## src/rtl/ir_fetch_unit_pkg.sv

```systemverilog
// ---------------------------------------------------------------------------
// ir_fetch_unit_pkg
// Shared definitions for the instruction fetch stage.
//   - FUNSEL_* : register function-select encoding used for the PC
//                (00 clear, 01 load, 10 decrement, 11 increment)
//   - fetch_state_e : fetch FSM states with a fixed 2-bit encoding
// ---------------------------------------------------------------------------
package ir_fetch_unit_pkg;

  localparam logic [1:0] FUNSEL_CLEAR = 2'b00;
  localparam logic [1:0] FUNSEL_LOAD  = 2'b01;
  localparam logic [1:0] FUNSEL_DEC   = 2'b10;
  localparam logic [1:0] FUNSEL_INC   = 2'b11;

  typedef enum logic [1:0] {
    IDLE    = 2'd0,
    FETCH_L = 2'd1,
    FETCH_H = 2'd2,
    VALID   = 2'd3
  } fetch_state_e;

endpackage

```

## src/rtl/ir_fetch_unit_pc_counter.sv

```systemverilog
// ---------------------------------------------------------------------------
// pc_counter
// ADDR_W-bit program counter register with function select and enable.
// Arithmetic wraps modulo 2^ADDR_W with no carry/borrow flag.
// Ports:
//   clock  : rising-edge clock
//   reset  : synchronous active-high, clears the counter
//   en     : apply funsel this cycle; otherwise hold
//   funsel : 00 clear, 01 load d, 10 decrement, 11 increment
//   d      : load value
//   q      : current counter value
// ---------------------------------------------------------------------------
module pc_counter
  import ir_fetch_unit_pkg::*;
#(
  parameter int ADDR_W = 8
) (
  input  logic              clock,
  input  logic              reset,
  input  logic              en,
  input  logic [1:0]        funsel,
  input  logic [ADDR_W-1:0] d,
  output logic [ADDR_W-1:0] q
);

  // Counter register; reset has priority over any function select.
  always_ff @(posedge clock) begin
    if (reset) begin
      q <= '0;
    end else if (en) begin
      case (funsel)
        FUNSEL_CLEAR: q <= '0;
        FUNSEL_LOAD:  q <= d;
        FUNSEL_DEC:   q <= q - ADDR_W'(1);
        FUNSEL_INC:   q <= q + ADDR_W'(1);
      endcase
    end
  end

endmodule

```

## src/rtl/ir_fetch_unit.sv

```systemverilog
// ---------------------------------------------------------------------------
// ir_fetch_unit
// Fetches a 2*DATA_W-bit instruction as two consecutive bytes from a
// byte-wide memory (low byte at the lower address), assembles it into ir_q
// and offers it to the control unit with a valid/consume handshake.
// Ports:
//   clock, reset : rising-edge clock, synchronous active-high reset
//   start        : request a fetch (sampled in IDLE and VALID)
//   pc_load      : load PC from pc_in (IDLE only)
//   pc_in        : PC load value
//   mem_req      : memory read request (FETCH_L / FETCH_H)
//   mem_addr     : read address, always equal to pc_q
//   mem_ack      : single-cycle acknowledge, mem_data valid with it
//   mem_data     : read data byte
//   ir_q         : assembled instruction
//   ir_valid     : ir_q holds a complete instruction
//   ir_consume   : control unit accepts ir_q (VALID only)
//   busy         : fetch in progress
//   pc_q         : current program counter
// ---------------------------------------------------------------------------
module ir_fetch_unit
  import ir_fetch_unit_pkg::*;
#(
  parameter int ADDR_W = 8,
  parameter int DATA_W = 8
) (
  input  logic                clock,
  input  logic                reset,
  input  logic                start,
  input  logic                pc_load,
  input  logic [ADDR_W-1:0]   pc_in,
  output logic                mem_req,
  output logic [ADDR_W-1:0]   mem_addr,
  input  logic                mem_ack,
  input  logic [DATA_W-1:0]   mem_data,
  output logic [2*DATA_W-1:0] ir_q,
  output logic                ir_valid,
  input  logic                ir_consume,
  output logic                busy,
  output logic [ADDR_W-1:0]   pc_q
);

  fetch_state_e state_q;
  fetch_state_e state_d;
  logic         pc_en;
  logic [1:0]   pc_funsel;
  logic         ir_lo_we;
  logic         ir_hi_we;

  // State register.
  always_ff @(posedge clock) begin
    if (reset) begin
      state_q <= IDLE;
    end else begin
      state_q <= state_d;
    end
  end

  // Next-state and datapath control. mem_ack only matters in the two fetch
  // states, so acks arriving in IDLE or VALID are dropped here. A load that
  // coincides with start is committed this cycle, so FETCH_L sees the new PC.
  always_comb begin
    state_d   = state_q;
    pc_en     = 1'b0;
    pc_funsel = FUNSEL_INC;
    ir_lo_we  = 1'b0;
    ir_hi_we  = 1'b0;
    case (state_q)
      IDLE: begin
        if (pc_load) begin
          pc_en     = 1'b1;
          pc_funsel = FUNSEL_LOAD;
        end
        if (start) begin
          state_d = FETCH_L;
        end
      end
      FETCH_L: begin
        if (mem_ack) begin
          ir_lo_we  = 1'b1;
          pc_en     = 1'b1;
          pc_funsel = FUNSEL_INC;
          state_d   = FETCH_H;
        end
      end
      FETCH_H: begin
        if (mem_ack) begin
          ir_hi_we  = 1'b1;
          pc_en     = 1'b1;
          pc_funsel = FUNSEL_INC;
          state_d   = VALID;
        end
      end
      VALID: begin
        if (ir_consume) begin
          state_d = start ? FETCH_L : IDLE;
        end
      end
    endcase
  end

  // Instruction register byte lanes, written only on accepted acks.
  always_ff @(posedge clock) begin
    if (reset) begin
      ir_q <= '0;
    end else begin
      if (ir_lo_we) begin
        ir_q[DATA_W-1:0] <= mem_data;
      end
      if (ir_hi_we) begin
        ir_q[2*DATA_W-1:DATA_W] <= mem_data;
      end
    end
  end

  pc_counter #(
    .ADDR_W (ADDR_W)
  ) u_pc_counter (
    .clock  (clock),
    .reset  (reset),
    .en     (pc_en),
    .funsel (pc_funsel),
    .d      (pc_in),
    .q      (pc_q)
  );

  // Handshake outputs decode from state only, keeping mem_ack off any
  // combinational path to mem_req.
  assign mem_req  = (state_q == FETCH_L) || (state_q == FETCH_H);
  assign busy     = mem_req;
  assign ir_valid = (state_q == VALID);
  assign mem_addr = pc_q;

endmodule

```

## config.mk

```make
export PLATFORM = sky130hd
export DESIGN_NAME = ir_fetch_unit
export DESIGN_NICKNAME = d
export VERILOG_FILES = /design/src/rtl/ir_fetch_unit_pkg.sv /design/src/rtl/ir_fetch_unit_pc_counter.sv /design/src/rtl/ir_fetch_unit.sv
export SDC_FILE = /design/constraint.sdc
export NUM_CORES = 1
export LEC_CHECK = 0
export ABC_AREA = 1
export BUFFER_PORTS_ARGS = -buffer_cell sky130_fd_sc_hd__buf_4
export CORE_ASPECT_RATIO = 0.6
export CORE_MARGIN = 3
export CORE_UTILIZATION = 48
export CTS_CLUSTER_DIAMETER = 120
export DETAILED_ROUTE_END_ITERATION = 6
export GPL_ROUTABILITY_DRIVEN = 1
export MAX_ROUTING_LAYER = met4
export PLACE_DENSITY = 0.78
export SYNTH_ARGS = -nofsm -noshare
export SYNTH_HDL_FRONTEND = slang
export SYNTH_SLANG_ARGS = --single-unit
export TNS_END_PERCENT = 10
```

## constraint.sdc

```tcl
create_clock -name clock -period 2 [get_ports clock]
set_input_delay 0.4 -clock clock [delete_from_list [all_inputs] [get_ports clock]]
set_output_delay 0.4 -clock clock [all_outputs]
set_load 0.05 [all_outputs]
```

* Word-level counts from Yosys, hierarchy flattened
Index checks and enable logic that the tools add are counted.
Cells by class: reduce and logical (&&, ||, !) cells 5, mux-type cells 14, add/subtract/negate cells 2, equal/unequal tests 10
Operators with widths (number):
- one-hot mux 8 bit (4 select lines) | 1
- two-way mux 2 bit | 6
- adder 8 x 1 -> 8 bit, second input constant | 1
- equality test 2 bit, second input constant | 4
- one-hot mux 2 bit (4 select lines) | 1
- subtractor 8 x 1 -> 8 bit, second input constant | 1
- != test 2 bit, second input constant | 3
- two-way mux 1 bit | 5
- equality test 2 x 1 -> 1 bit, second input constant | 2
- logical NOT 2 bit | 2
- AND reduction 4 bit | 1
- != test 2 x 1 -> 1 bit, second input constant | 1
- one-hot mux 1 bit (2 select lines) | 1
- OR reduction 2 bit | 1
- logical OR 1 bit | 1
Storage, ports and cells: register bits after elaboration 26, bits of input ports 22, word-level logic and storage cells 35, output and inout bits 35

* Depth between registers and ports, before layout
word-level depth 4, mapped depth 17

* Hierarchy
A second synthesis with hierarchy kept.
Second synthesis, totals: cell total of the unflattened synthesis 229, area total of the unflattened synthesis 1577.8 um2
By module, submodules not included:
- ir_fetch_unit | area an instance 840.8 um2, cells an instance 112, times used 1
- pc_counter | area an instance 737.0 um2, cells an instance 117, times used 1

* Least setup slack after synthesis
Ideal clock, no wire load.
path kind reg2reg, start point register state_q[0], end point register u_pc_counter.q[6], slack 0.091 ns, data arrival time 1.853 ns, stages on the path, launching flop included 18, cells stage by stage dfxtp_1 -> inv_1 -> ha_1 -> buf_6 -> nand2_4 -> nand2_1 -> nand2_1 -> inv_1 -> ha_1 -> inv_1 -> nand2_1 -> nand4_1 -> nand2_1 -> nand3_1 -> nand3_1 -> o211ai_1 -> nand2_1 -> inv_1
On the way: cells in the longest elaborated chain, start to end 4, elaborated cells between the ends (all ways) 11, those cells by class eq/ne: 5; mux: 3; reduce/logical: 3
RTL lines:
- start, declared | line ir_fetch_unit.sv:43 | fetch_state_e state_q;
- start signal, assigned | line ir_fetch_unit.sv:55 | state_q <= state_d;
- logical NOT 2 bit | line ir_fetch_unit.sv:68 | case (state_q)
- two-way mux 2 bit
- equality test 2 bit, or another cell as far along | line ir_fetch_unit_pc_counter.sv:31 | case (funsel)
- one-hot mux 8 bit (4 select lines) | line ir_fetch_unit_pc_counter.sv:31
- end signal, assigned | line ir_fetch_unit_pc_counter.sv:34 | FUNSEL_DEC: q <= q - ADDR_W'(1);
- end signal, assigned | line ir_fetch_unit_pc_counter.sv:35 | FUNSEL_INC: q <= q + ADDR_W'(1);
- end, declared | line ir_fetch_unit_pc_counter.sv:23 | output logic [ADDR_W-1:0] q
Several ways; a longest one is shown, not always the timed one. A chain may end at the register's enable or synchronous reset.

* Final worst setup path
start point register state_q[1], end point register u_pc_counter.q[6]
Same word-level chain as after synthesis.

==> results.md <==
* Syn Nets at 243
* WHS at roughly 350 ps
* Critical path's slowest cell: dfxtp_2
* Final wirelength at 3940 um
* Crit-path most repeated cell: nand2_1
* CTS sink count at 26
* Pint at 1.74 mW
* Synthesized area per cell at 6.87 um2
* Max-slew headroom at 67.5%
* Top-area cell type share of the netlist area at a little over a third
* Max VDD drop at 0.00118 V
* ANT nets after route at 0
* Initial Utilization at 54.4%
* DR WL/cell at between 10 and 15 um
* CTS buffer count at 3
* Grt ovf at 0
* Achievable Freq at about 550 MHz
* GR Util met1 at roughly a third
* Die area at approximately 3800 um2
* Die W at 77.6 um
* Clk Latency, worst-skew pair at 270 ps
* RSZ-0062 raised after global routing: false
* #FFs+latches synth at 26
* DPL Wire Length at 3110 um
* Sw Share at a little under three fifths
* Crit path kind: reg2reg
* CTS tree: built
* CTS H-tree lvls at 1
* Lkg Pwr at 0.974 nW
* IO Pins at 57
* Startpoint Class: flip-flop
* CTS Buffer Depth at 2
* Clock Skew at 2.06 ps
* Worst EP required at 2180 ps
* Max-Cap Viols at 0
* Final Cycle Share at between 90 and 100%
* Register-to-register setup slack at between 150 and 200 ps
* Worst path max stage delay at 340 ps
* Vias in the first global route at 1322
* Mapped cell area at ~1500 um2
* Total number of vias at 1507
* Top Usage Layer GRT: met1
* Final slew viol count at 0
* Most common cell in the netlist: nor2_1
* Pin count of the biggest net entering global routing at 22
* RD Place Congestion at 0.876
* Setup Fix Bufs, Post-CTS at 0
* Arrival @ worst endpoint at 1990 ps
* Setup TNS at 0 ps
* Critical path cell sequence: inv_1, ha_4, nand2_4, nand2_1, nand2_1, inv_1, ha_1, inv_1, nand2_1, nand4_1, nand2_1, nand3_1, nand3_1, o211ai_1, nand2_1, inv_1
* Detailed Route Iter0 Violations at 132
* R2R cell count at 16
* Met3 usage at 5.17%
* Most used DFF post-synth: dfxtp_1
* Area leader, netlist: dfxtp_1
* Critical path buffers and inverters at 4
* Warning count from the yosys run at 0
* # DRC at 0
* Sequential power share at a little over a fifth
* P&R area growth vs syn at 31.9%
* First-pass GRT wire length at about 6400 um
* Row count at 14
* Fraction of layout cells with a size suffix above 1 at 30.2%
* Cells after Synth at 215
* Core area at 2720 um2
* Ys async rst share at 0%
* RR Startpoint: state_q[1]$_SDFFE_PP0P_
* Nets@finish at 294
* Min Tclk post-route at 1810 ps
* Number of cells on the critical path at 16
* Final Setup Violations at 0
* Clock slew at reported path FFs at about 90 ps
* Yosys cell types at 26
* FF-to-FF End: u_pc_counter.q[6]$_SDFFE_PP0P_
* CP top delay family: simple AND/OR/NAND/NOR gates
* Combinational cell fraction of total power at 69.7%
* Switch Pwr at around 2.2 mW
* Drt first pass iters at 4
* Seq/Total Area, Yosys at 35.3%
* Avg Vias per Cell at between 4 and 5
* DIE HEIGHT at 49.0 um
* Final hold viol count at 0
* Hold_buf cts at 0
* Slew @ Worst Pin at 486 ps
* CP Capture Point: u_pc_counter.q[6]$_SDFFE_PP0P_
* Power Total at around 4.0 mW
* PortBufs at 56
* CTS root buf: clkbuf_8
* Clk pwr share at approximately 8.6%
* Crit end category: flip-flop
* HP Class: in2reg
* Top cells by area, synth: dfxtp_1 35%, nor2_1 11%, nand2_1 8.6%, o21ai_0 8.5%, inv_1 5.3%
* Post-synth top cells: 43 x nor2_1, 34 x nand2_1, 26 x dfxtp_1, 25 x o21ai_0, 21 x inv_1
* Post-layout util at 71.8%
* Initial antenna violation count at 0
* Met2 Use GR at 26.8%
* Cell Pwr Density at slightly above 2000 nW/um2
* ANT cells at 0
* Number of synthesized flops with an enable pin at 0
* CP max FO at 9
* Gr usage total at 21.6%
* Post-CTS sizing at 0
* CP startpoint: state_q[1]$_SDFFE_PP0P_
* Outcome: finished clean
[through the flow]
step                      area [um2]  worst slack, ps  cells
after floorplan                 1480             91.3    215
after global placement          1880              188    301
after detailed placement        1880             97.9    301
after CTS                       1930             86.7    305
after global routing            1950             23.2    305
final                           1950              187    305
[cells by family after synthesis]
| group | share of synthesized area (%) |
|---|---|
| and+or+nand+nor | 29.0 |
| AOI/OAI and AO/OA | 17.1 |
| buffers and inverters | 13.0 |
| DFF | 35.3 |
| adders and majority gates | 5.08 |
| xor gates and xnor gates | 0.593 |
[power by group through the flow]
stage                     logic, mW  clock network, mW  registers [mW]
after floorplan                1.62                  0            1.33
after global placement         2.68                  0           0.855
after detailed placement       2.70                  0           0.862
after CTS                      2.71              0.346           0.850
after global routing           3.00              0.369           0.889
final                          2.76              0.340           0.859
[worst min-delay path by stage]
stage                               startpoint                        endpoint  slack (ps)  cells after the start
after floorplan                          reset  u_pc_counter.q[7]$_SDFFE_PP0P_         460                      1
after global placement    ir_q[5]$_SDFFE_PP0P_            ir_q[5]$_SDFFE_PP0P_         470                      2
after detailed placement  ir_q[5]$_SDFFE_PP0P_            ir_q[5]$_SDFFE_PP0P_         470                      2
after CTS                                reset  u_pc_counter.q[7]$_SDFFE_PP0P_         340                      2
after global routing                     reset  u_pc_counter.q[7]$_SDFFE_PP0P_         340                      2
final                                    reset  u_pc_counter.q[7]$_SDFFE_PP0P_         350                      2
[layout by cell type, fill, tap and decap left out, types with 2 or more instances in the layout]
cell,count
buf_4,60
nor2_1,43
nand2_1,34
o21ai_0,25
dfxtp_1,25
inv_1,20
nand3_1,14
a21oi_1,9
inv_2,5
ha_1,5
clkbuf_8,4
nand2_2,3
nand3_2,2
nand4_1,2
a41oi_1,2
[layer usage]
metal / part of all wire (%) / wire, um / up-vias
met5: 0 / 0 / -
met4: 0.79 / 31 / 0
met3: 9.0 / 354 / 4
met2: 38 / 1500 / 62
met1: 52 / 2050 / 655
li1: - / - / 786
[final cells by class]
class | count | area [um2]
Multi-Input combinational cell | 150 | 777
Fill cell | 238 | 767
Sequential cell | 26 | 522
Timing Repair Buffer | 60 | 450
Inverter | 25 | 93.8
Clock buffer | 4 | 55.1
Tap cell | 40 | 50.0
[flip-flops by register name, summed over array words and instances, names as in the netlist]
name	flops
ir_q	16
u_pc_counter.q	8
state_q	2
(Power assumes the default switching activity.)
